## config.mk

```make
export PLATFORM = sky130hd
export DESIGN_NAME = shift_register_univ_flat
export DESIGN_NICKNAME = d
export VERILOG_FILES = /design/src/rtl/shift_register_univ_if.sv /design/src/rtl/shift_register_univ.sv /design/src/flat_wrapper.sv
export SDC_FILE = /design/constraint.sdc
export NUM_CORES = 1
export LEC_CHECK = 0
export ABC_AREA = 1
export CORE_MARGIN = 3
export CORE_UTILIZATION = 51
export DETAILED_ROUTE_END_ITERATION = 7
export HOLD_SLACK_MARGIN = 0.03
export PLACE_DENSITY = 0.84
export SYNTH_ARGS = -nofsm -noshare
export SYNTH_HDL_FRONTEND = slang
export SYNTH_SLANG_ARGS = --single-unit
```

## constraint.sdc

```tcl
create_clock -name clk -period 3 [get_ports clk]
set_input_delay 0.6 -clock clk [delete_from_list [all_inputs] [get_ports clk]]
set_output_delay 0.6 -clock clk [all_outputs]
set_load 0.01 [all_outputs]
```

## src/rtl/shift_register_univ_if.sv

```systemverilog
// Bus bundle for shift_register_univ: control, data and status signals.
// master drives the controls; slave is the register itself.
interface shift_register_univ_if #(
  parameter int unsigned WIDTH = 8,
  parameter int unsigned CNT_W = 4
);
  logic             load;
  logic             shift_en;
  logic             dir;
  logic [1:0]       mode;
  logic             start;
  logic [CNT_W-1:0] count;
  logic [WIDTH-1:0] parallel_in;
  logic             serial_in;
  logic [WIDTH-1:0] parallel_out;
  logic             serial_out;
  logic             busy;
  logic             done;

  modport master (
    output load, shift_en, dir, mode, start, count, parallel_in, serial_in,
    input  parallel_out, serial_out, busy, done
  );

  modport slave (
    input  load, shift_en, dir, mode, start, count, parallel_in, serial_in,
    output parallel_out, serial_out, busy, done
  );
endinterface

```

## src/rtl/shift_register_univ.sv

```systemverilog
// Universal shift register with manual shifts and a self-timed burst mode.
// Rotate support (mode 10) is built only when SHIFT_REG_ROTATE_EN is defined; otherwise mode 10 holds.
module shift_register_univ #(
  parameter int unsigned WIDTH = 8,
  parameter int unsigned CNT_W = 4
) (
  input  logic                  clk,
  input  logic                  rst,
  shift_register_univ_if.slave  bus
);

  typedef enum logic [0:0] {StIdle, StShift} state_e;

  state_e           state_q;
  logic [WIDTH-1:0] reg_q;
  logic [CNT_W-1:0] cnt_q;
  logic             dir_q;
  logic [1:0]       mode_q;
  logic             busy_q;
  logic             done_q;
  logic [CNT_W-1:0] count_clamped;
  logic             dir_eff;

  // One shift step; dir 0 moves toward the MSB, dir 1 toward the LSB.
  function automatic logic [WIDTH-1:0] shift_fn(input logic [WIDTH-1:0] r, input logic d,
                                                input logic [1:0] m, input logic s);
    logic             fill;
    logic [WIDTH-1:0] res;
    case (m)
      2'b01:   fill = d ? r[WIDTH-1] : 1'b0;
      default: fill = s;
    endcase
    res = d ? {fill, r[WIDTH-1:1]} : {r[WIDTH-2:0], fill};
`ifdef SHIFT_REG_ROTATE_EN
    if (m == 2'b10) res = d ? {r[0], r[WIDTH-1:1]} : {r[WIDTH-2:0], r[WIDTH-1]};
`else
    if (m == 2'b10) res = r;
`endif
    return res;
  endfunction

  assign count_clamped = (bus.count > CNT_W'(WIDTH)) ? CNT_W'(WIDTH) : bus.count;

  always_ff @(posedge clk or posedge rst) begin
    if (rst) begin
      state_q <= StIdle;
      reg_q   <= '0;
      cnt_q   <= '0;
      dir_q   <= 1'b0;
      mode_q  <= 2'b00;
      busy_q  <= 1'b0;
      done_q  <= 1'b0;
    end else begin
      done_q <= 1'b0;
      unique case (state_q)
        StIdle: begin
          // A start request owns the edge, so a coincident shift_en is dropped.
          if (bus.load) begin
            reg_q <= bus.parallel_in;
          end else if (bus.shift_en && !bus.start) begin
            reg_q <= shift_fn(reg_q, bus.dir, bus.mode, bus.serial_in);
          end
          if (bus.start) begin
            if (count_clamped == '0) begin
              done_q <= 1'b1;
            end else begin
              cnt_q   <= count_clamped;
              dir_q   <= bus.dir;
              mode_q  <= bus.mode;
              busy_q  <= 1'b1;
              state_q <= StShift;
            end
          end
        end
        StShift: begin
          if (bus.load) begin
            reg_q   <= bus.parallel_in;
            cnt_q   <= '0;
            busy_q  <= 1'b0;
            state_q <= StIdle;
          end else begin
            reg_q <= shift_fn(reg_q, dir_q, mode_q, bus.serial_in);
            cnt_q <= cnt_q - CNT_W'(1);
            if (cnt_q == CNT_W'(1)) begin
              busy_q  <= 1'b0;
              done_q  <= 1'b1;
              state_q <= StIdle;
            end
          end
        end
        default: state_q <= StIdle;
      endcase
    end
  end

  assign dir_eff          = (state_q == StShift) ? dir_q : bus.dir;
  assign bus.parallel_out = reg_q;
  assign bus.serial_out   = dir_eff ? reg_q[0] : reg_q[WIDTH-1];
  assign bus.busy         = busy_q;
  assign bus.done         = done_q;

endmodule

```

## src/flat_wrapper.sv

```systemverilog
// flat-port wrapper written by rule: the top's interface ports become plain ports
module shift_register_univ_flat 
#(
  parameter int unsigned WIDTH = 8,
  parameter int unsigned CNT_W = 4
)
  (clk, rst, bus_load, bus_shift_en, bus_dir, bus_mode, bus_start, bus_count, bus_parallel_in, bus_serial_in, bus_parallel_out, bus_serial_out, bus_busy, bus_done);
  shift_register_univ_if #(.WIDTH(WIDTH), .CNT_W(CNT_W)) bus_i ();
  input  logic clk;
  input  logic rst;
  input wire logic [$bits(bus_i.load)-1:0] bus_load;
  input wire logic [$bits(bus_i.shift_en)-1:0] bus_shift_en;
  input wire logic [$bits(bus_i.dir)-1:0] bus_dir;
  input wire logic [$bits(bus_i.mode)-1:0] bus_mode;
  input wire logic [$bits(bus_i.start)-1:0] bus_start;
  input wire logic [$bits(bus_i.count)-1:0] bus_count;
  input wire logic [$bits(bus_i.parallel_in)-1:0] bus_parallel_in;
  input wire logic [$bits(bus_i.serial_in)-1:0] bus_serial_in;
  output wire logic [$bits(bus_i.parallel_out)-1:0] bus_parallel_out;
  output wire logic [$bits(bus_i.serial_out)-1:0] bus_serial_out;
  output wire logic [$bits(bus_i.busy)-1:0] bus_busy;
  output wire logic [$bits(bus_i.done)-1:0] bus_done;
  assign bus_i.load = bus_load;
  assign bus_i.shift_en = bus_shift_en;
  assign bus_i.dir = bus_dir;
  assign bus_i.mode = bus_mode;
  assign bus_i.start = bus_start;
  assign bus_i.count = bus_count;
  assign bus_i.parallel_in = bus_parallel_in;
  assign bus_i.serial_in = bus_serial_in;
  assign bus_parallel_out = bus_i.parallel_out;
  assign bus_serial_out = bus_i.serial_out;
  assign bus_busy = bus_i.busy;
  assign bus_done = bus_i.done;
  shift_register_univ #(.WIDTH(WIDTH), .CNT_W(CNT_W)) u_core (.clk(clk), .rst(rst), .bus(bus_i));
endmodule
```

==> impl_metrics.env, run 1 <==
export IMPL_slew_violations=0
export IMPL_synth_area_mm2=0.00118
export IMPL_timing_fmax_mhz=356
export IMPL_synthCells=175
export IMPL_p_leak_nw=0.777
export IMPL_hp_start="u_core.cnt_q[2]"
export IMPL_tritoncts="done"
export IMPL_h_tree_depth=1
export IMPL_seq_area_frac_synth=0.380
export IMPL_antenna_left=0
export IMPL_clock_latency_ns=0.30
export IMPL_overflow=0
export IMPL_clkPwrFrac=0.137
export IMPL_avgSynthCellArea_um2=6.77
export IMPL_num_vias=1240
export IMPL_skew_ns=0.00322
export IMPL_n_antenna_cell=0
export IMPL_start_util=0.569
export IMPL_swShare=0.419
export IMPL_yosysWarnings=0
export IMPL_cts_hold_buf=0
export IMPL_post_cts_buffers=0
export IMPL_dieHeight_um=54.2
export IMPL_period_minus_slack_ns=2.81
export IMPL_synth_top_area_cell="dfrtp_1"
export IMPL_wire_per_inst_um=13.0
export IMPL_maxSlewHeadroom=0.554
export IMPL_crit_path_end_kind="primary output"
export IMPL_grt_max_degree=19
export IMPL_crit_start="bus_dir"
export IMPL_maxCapViolations=0
export IMPL_drc=0
export IMPL_rsz0062_at_grt="false"
export IMPL_final_net_count=231
export IMPL_drt_iter0_drc=40
export IMPL_cp_required_ns=2.40
export IMPL_grt_first_pass_wirelength_um=5150
export IMPL_pwr_share_seq=0.376
export IMPL_ys_seq_elements=18
export IMPL_drive_above_1_share=0.0773
export IMPL_cts_root_buffer="clkbuf_4"
export IMPL_setup_viol=0
export IMPL_setup_tns_ns=0
export IMPL_worst_path_max_delay_cell="clkdlybuf4s50_1"
export IMPL_grt_pass1_vias=1181
export IMPL_fp_coreArea_mm2=0.00208
export IMPL_syn2layout_area_growth_pct=29.8
export IMPL_fin_crit_sh=0.936
export IMPL_switchingPower_uw=470
export IMPL_cts_resized_gates=0
export IMPL_clk_pin_slew_worst_paths_ns=0.11
export IMPL_fill_cells=175
export IMPL_clockBufferDepth=2
export IMPL_rows=16
export IMPL_crit_arrival_ns=2.21
export IMPL_hpwl_um=2420
export IMPL_peakVddDrop_v=0.000464
export IMPL_portBuffers=31
export IMPL_dr_pass1_iters=4
export IMPL_yosys_area_top_type_share=0.380
export IMPL_track_usage=0.246
export IMPL_worstPathCellList="clkdlybuf4s50_1, nor2_1, inv_1, nand2_4, inv_1, nand2_1, nand2_1, clkdlybuf4s50_1"
export IMPL_path_class="input port to primary output"
export IMPL_reg2reg_from="u_core.state_q"
export IMPL_status="finished clean"
export IMPL_ioPinCount=32
export IMPL_synth_nets=198
export IMPL_die_area_mm2=0.00294
export IMPL_start_kind="input port"
export IMPL_hp_class="register to register"
export IMPL_cts_buffers=3
export IMPL_wirelength_um=3040
export IMPL_totalPowerFinal_mw=1.12
export IMPL_antenna_found_initial=0
export IMPL_p_comb_frac=0.486
export IMPL_crit_path_max_fanout=8
export IMPL_cp_slowest_stage_delay_ns=0.53
export IMPL_ff2ff_setup_slack_ns=1.42
export IMPL_hold_violations=0
export IMPL_yosys_top_cells_area="dfrtp_1 (38%), nand2_1 (19%), inv_1 (8.2%)"
export IMPL_die_w_um=54.2
export IMPL_powerDensity_mw_per_mm2=730
export IMPL_vias_per_cell=5.30
export IMPL_intPower_uw=652
export IMPL_clock_sinks=18
export IMPL_gp_congestion=0.805
export IMPL_synthDistinctLibCells=21
export IMPL_tightest_slew_ns=0.669
==> logic make-up after synthesis <==
family	Yosys count	synth area share
AO/OA/AOI/OAI	20	0.0971
adder cells (fa/ha/maj)	2	0.0211
buffers and inverters	30	0.111
flip-flops	18	0.380
AND/OR/NAND/NOR	105	0.391
==> registers in the layout (all words and copies together) (netlist names) <==
signal,flops
u_core.bus.parallel_out,8
u_core.cnt_q,4
u_core.mode_q,2
u_core.bus.busy,1
u_core.bus.done,1
u_core.dir_q,1
u_core.state_q,1
==> power groups by stage <==
stage	Clock, mW	Sequential [mW]	Combinational, mW
CTS	0.159	0.420	0.547
global placement	0	0.421	0.524
floorplan	0	0.419	0.326
finish	0.154	0.422	0.546
detailed placement	0	0.424	0.544
global route	0.168	0.436	0.622
==> placed cells by master, fill, tap and decap left out <==
cell | Yosys | layout
ha_1 | 2 | 2
o21ai_0 | 10 | 10
nand2_2 | 1 | 1
dfrtp_1 | 18 | 18
a21oi_1 | 3 | 3
nand2_4 | 1 | 1
nand2_1 | 60 | 60
nand4_1 | 2 | 2
inv_1 | 26 | 26
o211ai_1 | 3 | 3
o22ai_1 | 3 | 3
o32ai_1 | 1 | 1
nand3_2 | 1 | 1
nor2_2 | 6 | 6
nor2_4 | 1 | 1
inv_4 | 1 | 1
clkdlybuf4s50_1 | 0 | 31
clkbuf_8 | 0 | 1
nor2_1 | 14 | 14
nand3_1 | 18 | 18
or2_2 | 1 | 1
clkbuf_4 | 0 | 3
==> path summary, 6_finish.rpt <==
kind / endpoint / cells past startpoint
max in group asynchronous: u_core.bus.done / 2
hold / removal: u_core.cnt_q[2] / 2
min in group asynchronous: u_core.bus.parallel_out[5] / 2
hold reg to reg: u_core.cnt_q[2] / 2
setup / recovery: bus_serial_out / 8
setup reg to reg: u_core.bus.parallel_out[6] / 7
==> cell type report <==
class                      instances  area, um^2  share of cell area
multi-input combinational        127         603               0.392
sequential                        18         450               0.293
timing repair buffer              31         310               0.202
inverter                          27         104              0.0675
clock buffer                       4        36.3              0.0236
tap                               27        33.8              0.0220
==> synth_stat cells <==
| cell | number |
|---|---|
| nor2_2 | 6 |
| nand2_2 | 1 |
| ha_1 | 2 |
| dfrtp_1 | 18 |
| buf_2 | 1 |
| o21ai_0 | 10 |
| o211ai_1 | 3 |
| nand3_1 | 18 |
| buf_6 | 2 |
| o22ai_1 | 3 |
| nand2_4 | 1 |
| inv_1 | 26 |
| nand4_1 | 2 |
| nand3_2 | 1 |
| nand2_1 | 60 |
| inv_4 | 1 |
| nor2_4 | 1 |
| a21oi_1 | 3 |
| or2_2 | 1 |
| nor2_1 | 14 |
| o32ai_1 | 1 |
==> worst max-delay path, delay by kind of cell <==
kind,cells,cell delay (ns)
buf+inv,4,1.31
simple gates,4,0.30
==> routing by layer <==
metal / GRT usage / wire, um
met5: 0 / 0
met4: 0.0788 / 27
met3: 0.0443 / 209
met2: 0.436 / 1520
met1: 0.296 / 1290
==> through the flow <==
stage                     area, um^2  hold WS (ns)  std cells  utilization  setup WS [ns]
after floorplan                 1180         0.442        175            -           1.31
after global placement          1500         0.459        230        0.721          0.291
after detailed placement        1500         0.465        230        0.721          0.210
after CTS                       1540         0.490        234        0.739          0.198
after global routing            1540         0.546        234        0.739         0.0945
final                           1540         0.483        234        0.739          0.192
Note: power is estimated with default switching activity, not from simulation.
==> run 2, diff against run 1 <==
- CTS_BUF_LIST: unset -> sky130_fd_sc_hd__clkbuf_16
- SLEW_MARGIN: unset -> 20
==> run 2 against run 1 <==
Clock skew shrank 0.0015 ns; sequential share of layout area shrank 0.79 points; clock power grew 77%; critical path depth is the same; via count grew 2.4%; non-clock buffer count is the same; hold slack lost 0.012 ns; wire length grew 5.0%; die area is the same; cell count is the same; flip-flop and latch count is the same; critical path type unchanged.
==> impl_metrics.env, run 2 (synthesis gave the netlist of run 1 again) <==
export IMPL_hpwl_um=2420
export IMPL_dpl_cell_area_mm2=0.00150
export IMPL_n_antenna_cell=0
export IMPL_period_minus_slack_ns=2.80
export IMPL_die_w_um=54.2
export IMPL_grt_pass1_vias=1205
export IMPL_num_vias=1270
export IMPL_drive_above_1_share=0.0725
export IMPL_path_class="input port to primary output"
export IMPL_dieHeight_um=54.2
export IMPL_wirelength_um=3190
export IMPL_timing_fmax_mhz=357
export IMPL_drc=0
export IMPL_grt_first_pass_wirelength_um=5220
export IMPL_rows=16
export IMPL_crit_path_end_kind="primary output"
export IMPL_clockBufferDepth=2
export IMPL_slew_violations=0
export IMPL_vias_per_cell=5.43
export IMPL_clk_pin_slew_worst_paths_ns=0.05
export IMPL_dr_pass1_iters=5
export IMPL_drt_iter0_drc=45
export IMPL_powerDensity_mw_per_mm2=789
export IMPL_final_common_cell="nand2_1"
export IMPL_hold_violations=0
export IMPL_ff2ff_setup_slack_ns=1.44
export IMPL_syn2layout_area_growth_pct=33.4
export IMPL_worst_path_max_delay_cell="clkdlybuf4s50_1"
export IMPL_crit_path_max_fanout=8
export IMPL_cp_slowest_stage_delay_ns=0.53
export IMPL_cts_resized_gates=0
export IMPL_design_area_mm2=0.00158
export IMPL_final_net_count=231
export IMPL_overflow=0
export IMPL_maxCapViolations=0
export IMPL_fin_crit_sh=0.934
export IMPL_clock_latency_ns=0.25
export IMPL_post_cts_buffers=0
export IMPL_wire_per_inst_um=13.6
export IMPL_start_kind="input port"
export IMPL_peakVddDrop_v=0.000457
export IMPL_hp_class="register to register"
export IMPL_largest_reg_flops=8
export IMPL_cts_buffers=3
export IMPL_tightest_slew_ns=0.696
export IMPL_rsz0062_at_grt="false"
export IMPL_portBuffers=31
export IMPL_fill_cells=169
export IMPL_maxSlewHeadroom=0.535
export IMPL_cts_hold_buf=0
export IMPL_die_area_mm2=0.00294
export IMPL_antenna_left=0
export IMPL_layout_common_cells="nand2_1 (60), clkdlybuf4s50_1 (31), inv_1 (26), nand3_1 (18), dfrtp_1 (18)"
export IMPL_fp_coreArea_mm2=0.00208
export IMPL_clock_sinks=18
export IMPL_track_usage=0.251
export IMPL_cp_required_ns=2.40
export IMPL_gp_congestion=0.805
export IMPL_worstPathCellList="clkdlybuf4s50_1, nor2_1, inv_1, nand2_4, inv_1, nand2_1, nand2_1, clkdlybuf4s50_1"
export IMPL_setup_tns_ns=0
export IMPL_antenna_found_initial=0
export IMPL_start_util=0.569
export IMPL_setup_viol=0
export IMPL_h_tree_depth=1
export IMPL_crit_arrival_ns=2.20
export IMPL_cp_top_family="buffers and inverters"
export IMPL_grt_max_degree=19
export IMPL_skew_ns=0.00171
export IMPL_path_buf_inv=4
export IMPL_status="finished clean"
export IMPL_ioPinCount=32
export IMPL_cts_root_buffer="clkbuf_16"
export IMPL_tritoncts="done"
export IMPL_p_leak_nw=0.795
[run 2: changes by cell type in the layout (fill, tap and decap cells not counted)]
cell       before  now
clkinv_1        0    1
clkbuf_8        1    0
clkbuf_4        3    0
clkbuf_16       0    3
[run 2: layout make-up]
type | count | area (um^2) | area share
Sequential cell | 18 | 450 | 0.285
Tap cell | 27 | 33.8 | 0.0214
Timing Repair Buffer | 31 | 310 | 0.196
Multi-Input combinational cell | 127 | 603 | 0.382
Inverter | 27 | 104 | 0.0657
Clock inverter | 1 | 3.75 | 0.00238
Clock buffer | 3 | 75.1 | 0.0475
[run 2: path summary, 6_finish.rpt]
kind	depth (start not counted)	to	startpoint
worst max-delay path	8	bus_serial_out	bus_dir
worst min-delay path	2	u_core.cnt_q[2]	u_core.cnt_q[2]
worst max register to register	7	u_core.bus.parallel_out[6]	u_core.state_q
worst min register to register	2	u_core.cnt_q[2]	u_core.cnt_q[2]
max in group asynchronous	2	u_core.bus.parallel_out[1]	rst
min in group asynchronous	2	u_core.cnt_q[1]	rst
[run 2: per-stage QoR]
step	total power, mW	setup WS (ns)	util	std cells	hold WS [ns]
CTS	1.25	0.200	0.759	234	0.477
detailed placement	0.968	0.210	0.721	230	0.465
global placement	0.945	0.291	0.721	230	0.459
floorplan	0.745	1.31	-	175	0.442
global route	1.35	0.105	0.759	234	0.531
finish	1.25	0.198	0.759	234	0.471
[run 2: routing by layer]
metal | global-route usage | part of all wire | up-vias
li1 | - | - | 619
met1 | 0.296 | 0.42 | 585
met2 | 0.442 | 0.50 | 58
met3 | 0.0582 | 0.070 | 8
met4 | 0.0830 | 0.015 | 0
met5 | 0 | 0 | -
[run 2: worst register-to-register path, cell delays in order, from the launching register on]
cell     delay, ns
dfrtp_1       0.57
inv_4         0.09
nor2_4        0.17
nand2_2       0.07
nand3_2       0.25
inv_1         0.14
nand2_1       0.08
o21ai_0       0.08
[run 2: power breakdown]
group,internal (mW),switching [mW]
Clock,0.177,0.0945
Combinational,0.249,0.302
Sequential,0.331,0.0937
Total,0.757,0.490
==> run 3, diff against run 2 <==
- CELL_PAD_IN_SITES_DETAIL_PLACEMENT: unset -> 1
- CELL_PAD_IN_SITES_GLOBAL_PLACEMENT: unset -> 2
- CORE_UTILIZATION: 51 -> 27
- PLACE_DENSITY: 0.84 -> unset
- PLACE_DENSITY_LB_ADDON: unset -> 0.1
==> run 3 against run 2 <==
Clock-buffer cell count is the same; largest power group unchanged; critical path depth is the same; clock skew grew 0.0010 ns; global-route usage shrank 10 points; cell area grew 1.8%; non-clock buffer count is the same; highest routed layer unchanged.
==> impl_metrics.env, run 3 (synthesis gave the netlist of run 1 again) <==
export IMPL_cp_top_family="buffers and inverters"
export IMPL_drive_above_1_share=0.0725
export IMPL_hpwl_um=2850
export IMPL_gp_congestion=0.846
export IMPL_dr_pass1_iters=3
export IMPL_peakVddDrop_v=0.000351
export IMPL_cp_required_ns=2.40
export IMPL_crit_path_max_fanout=8
export IMPL_h_tree_depth=1
export IMPL_tightest_slew_ns=0.743
export IMPL_slew_violations=0
export IMPL_post_cts_buffers=0
export IMPL_fin_crit_sh=0.924
export IMPL_r2r_cells=7
export IMPL_maxSlewHeadroom=0.504
export IMPL_fp_coreArea_mm2=0.00412
export IMPL_tritoncts="done"
export IMPL_fin_util=0.391
export IMPL_track_usage=0.148
export IMPL_hold_violations=0
export IMPL_clock_sinks=18
export IMPL_cp_slowest_stage_delay_ns=0.53
export IMPL_rows=23
export IMPL_die_area_mm2=0.00522
export IMPL_crit_path_end_kind="primary output"
export IMPL_antenna_found_initial=0
export IMPL_whs_path_depth=2
export IMPL_largest_reg_flops=8
export IMPL_wirelength_um=3640
export IMPL_layout_common_cells="nand2_1 (60), clkdlybuf4s50_1 (31), inv_1 (26), nand3_1 (18), dfrtp_1 (18)"
export IMPL_crit_arrival_ns=2.17
export IMPL_start_util=0.288
export IMPL_final_net_count=231
export IMPL_cts_resized_gates=0
export IMPL_status="finished clean"
export IMPL_reg2reg_from="u_core.state_q"
export IMPL_vias_per_cell=4.70
export IMPL_path_class="input port to primary output"
export IMPL_cts_hold_buf=0
export IMPL_clk_pin_slew_worst_paths_ns=0.06
export IMPL_dpl_cell_area_mm2=0.00153
export IMPL_worstPathCellList="clkdlybuf4s50_1, nor2_1, inv_1, nand2_4, inv_1, nand2_1, nand2_1, clkdlybuf4s50_1"
export IMPL_syn2layout_area_growth_pct=35.8
export IMPL_final_common_cell="nand2_1"
export IMPL_num_vias=1207
export IMPL_dieHeight_um=72.2
export IMPL_design_area_mm2=0.00161
export IMPL_powerDensity_mw_per_mm2=778
export IMPL_clockBufferDepth=2
export IMPL_timing_fmax_mhz=361
export IMPL_path_buf_inv=4
export IMPL_hp_start="u_core.cnt_q[2]"
export IMPL_cts_buffers=3
export IMPL_setup_viol=0
export IMPL_crit_start="bus_dir"
export IMPL_start_kind="input port"
export IMPL_worst_path_max_delay_cell="clkdlybuf4s50_1"
export IMPL_grt_first_pass_wirelength_um=6050
export IMPL_n_antenna_cell=0
export IMPL_die_w_um=72.2
export IMPL_totalPowerFinal_mw=1.25
export IMPL_drt_iter0_drc=23
export IMPL_antenna_left=0
export IMPL_cp_num_cells=8
export IMPL_maxCapViolations=0
export IMPL_setup_tns_ns=0
export IMPL_hp_class="register to register"
export IMPL_rsz0062_at_grt="false"
export IMPL_period_minus_slack_ns=2.77
export IMPL_ioPinCount=32
export IMPL_cts_root_buffer="clkbuf_16"
export IMPL_wire_per_inst_um=14.1
export IMPL_p_leak_nw=0.795
export IMPL_overflow=0
export IMPL_grt_pass1_vias=1298
export IMPL_clock_latency_ns=0.25
export IMPL_drc=0
export IMPL_grt_max_degree=19
export IMPL_skew_ns=0.00275
export IMPL_portBuffers=31
## run 3: metrics by stage
step / std cells / hold WS (ns) / setup WS (ns)
2_1_floorplan: 175 / 0.442 / 1.31
3_3_place_gp: 253 / 0.458 / 0.262
3_5_place_dp: 253 / 0.492 / 0.223
4_1_cts: 257 / 0.508 / 0.215
5_1_grt: 257 / 0.535 / 0.109
6_report: 257 / 0.496 / 0.229
## run 3: final cells by class
cell class / count / area [um^2]
Tap cell: 50 / 62.6
Inverter: 27 / 104
Clock inverter: 1 / 3.75
Timing Repair Buffer: 31 / 310
Sequential cell: 18 / 450
Fill cell: 529 / 2510
Multi-Input combinational cell: 127 / 603
Clock buffer: 3 / 75.1
## run 3: layer usage
metal | routed length, um | share of wire | vias to the layer above | track usage
li1 | - | - | 612 | -
met1 | 1680 | 0.46 | 575 | 0.186
met5 | 0 | 0 | - | 0
met3 | 96 | 0.026 | 2 | 0.0319
met2 | 1840 | 0.51 | 18 | 0.263
met4 | 20 | 0.0055 | 0 | 0.0251
## run 3: report_power, final
part           internal (mW)  switching [mW]  total (mW)
sequential             0.331          0.0941       0.425
clock                  0.177          0.0984       0.276
combinational          0.249           0.303       0.552
total                  0.757           0.495        1.25
## run 3: final timing paths
path                       slack, ns                    endpoint
setup / recovery                0.23              bus_serial_out
hold / removal                  0.50             u_core.cnt_q[2]
setup reg to reg                1.37  u_core.bus.parallel_out[6]
hold reg to reg                 0.50             u_core.cnt_q[2]
max in group asynchronous       1.74             u_core.cnt_q[3]
min in group asynchronous       0.79             u_core.cnt_q[1]
## run 3: tightest hold or removal path, cell delays in order, from the launching register on
cell and delay (ns):
dfrtp_1 0.35, nand2_1 0.06, nand2_1 0.05
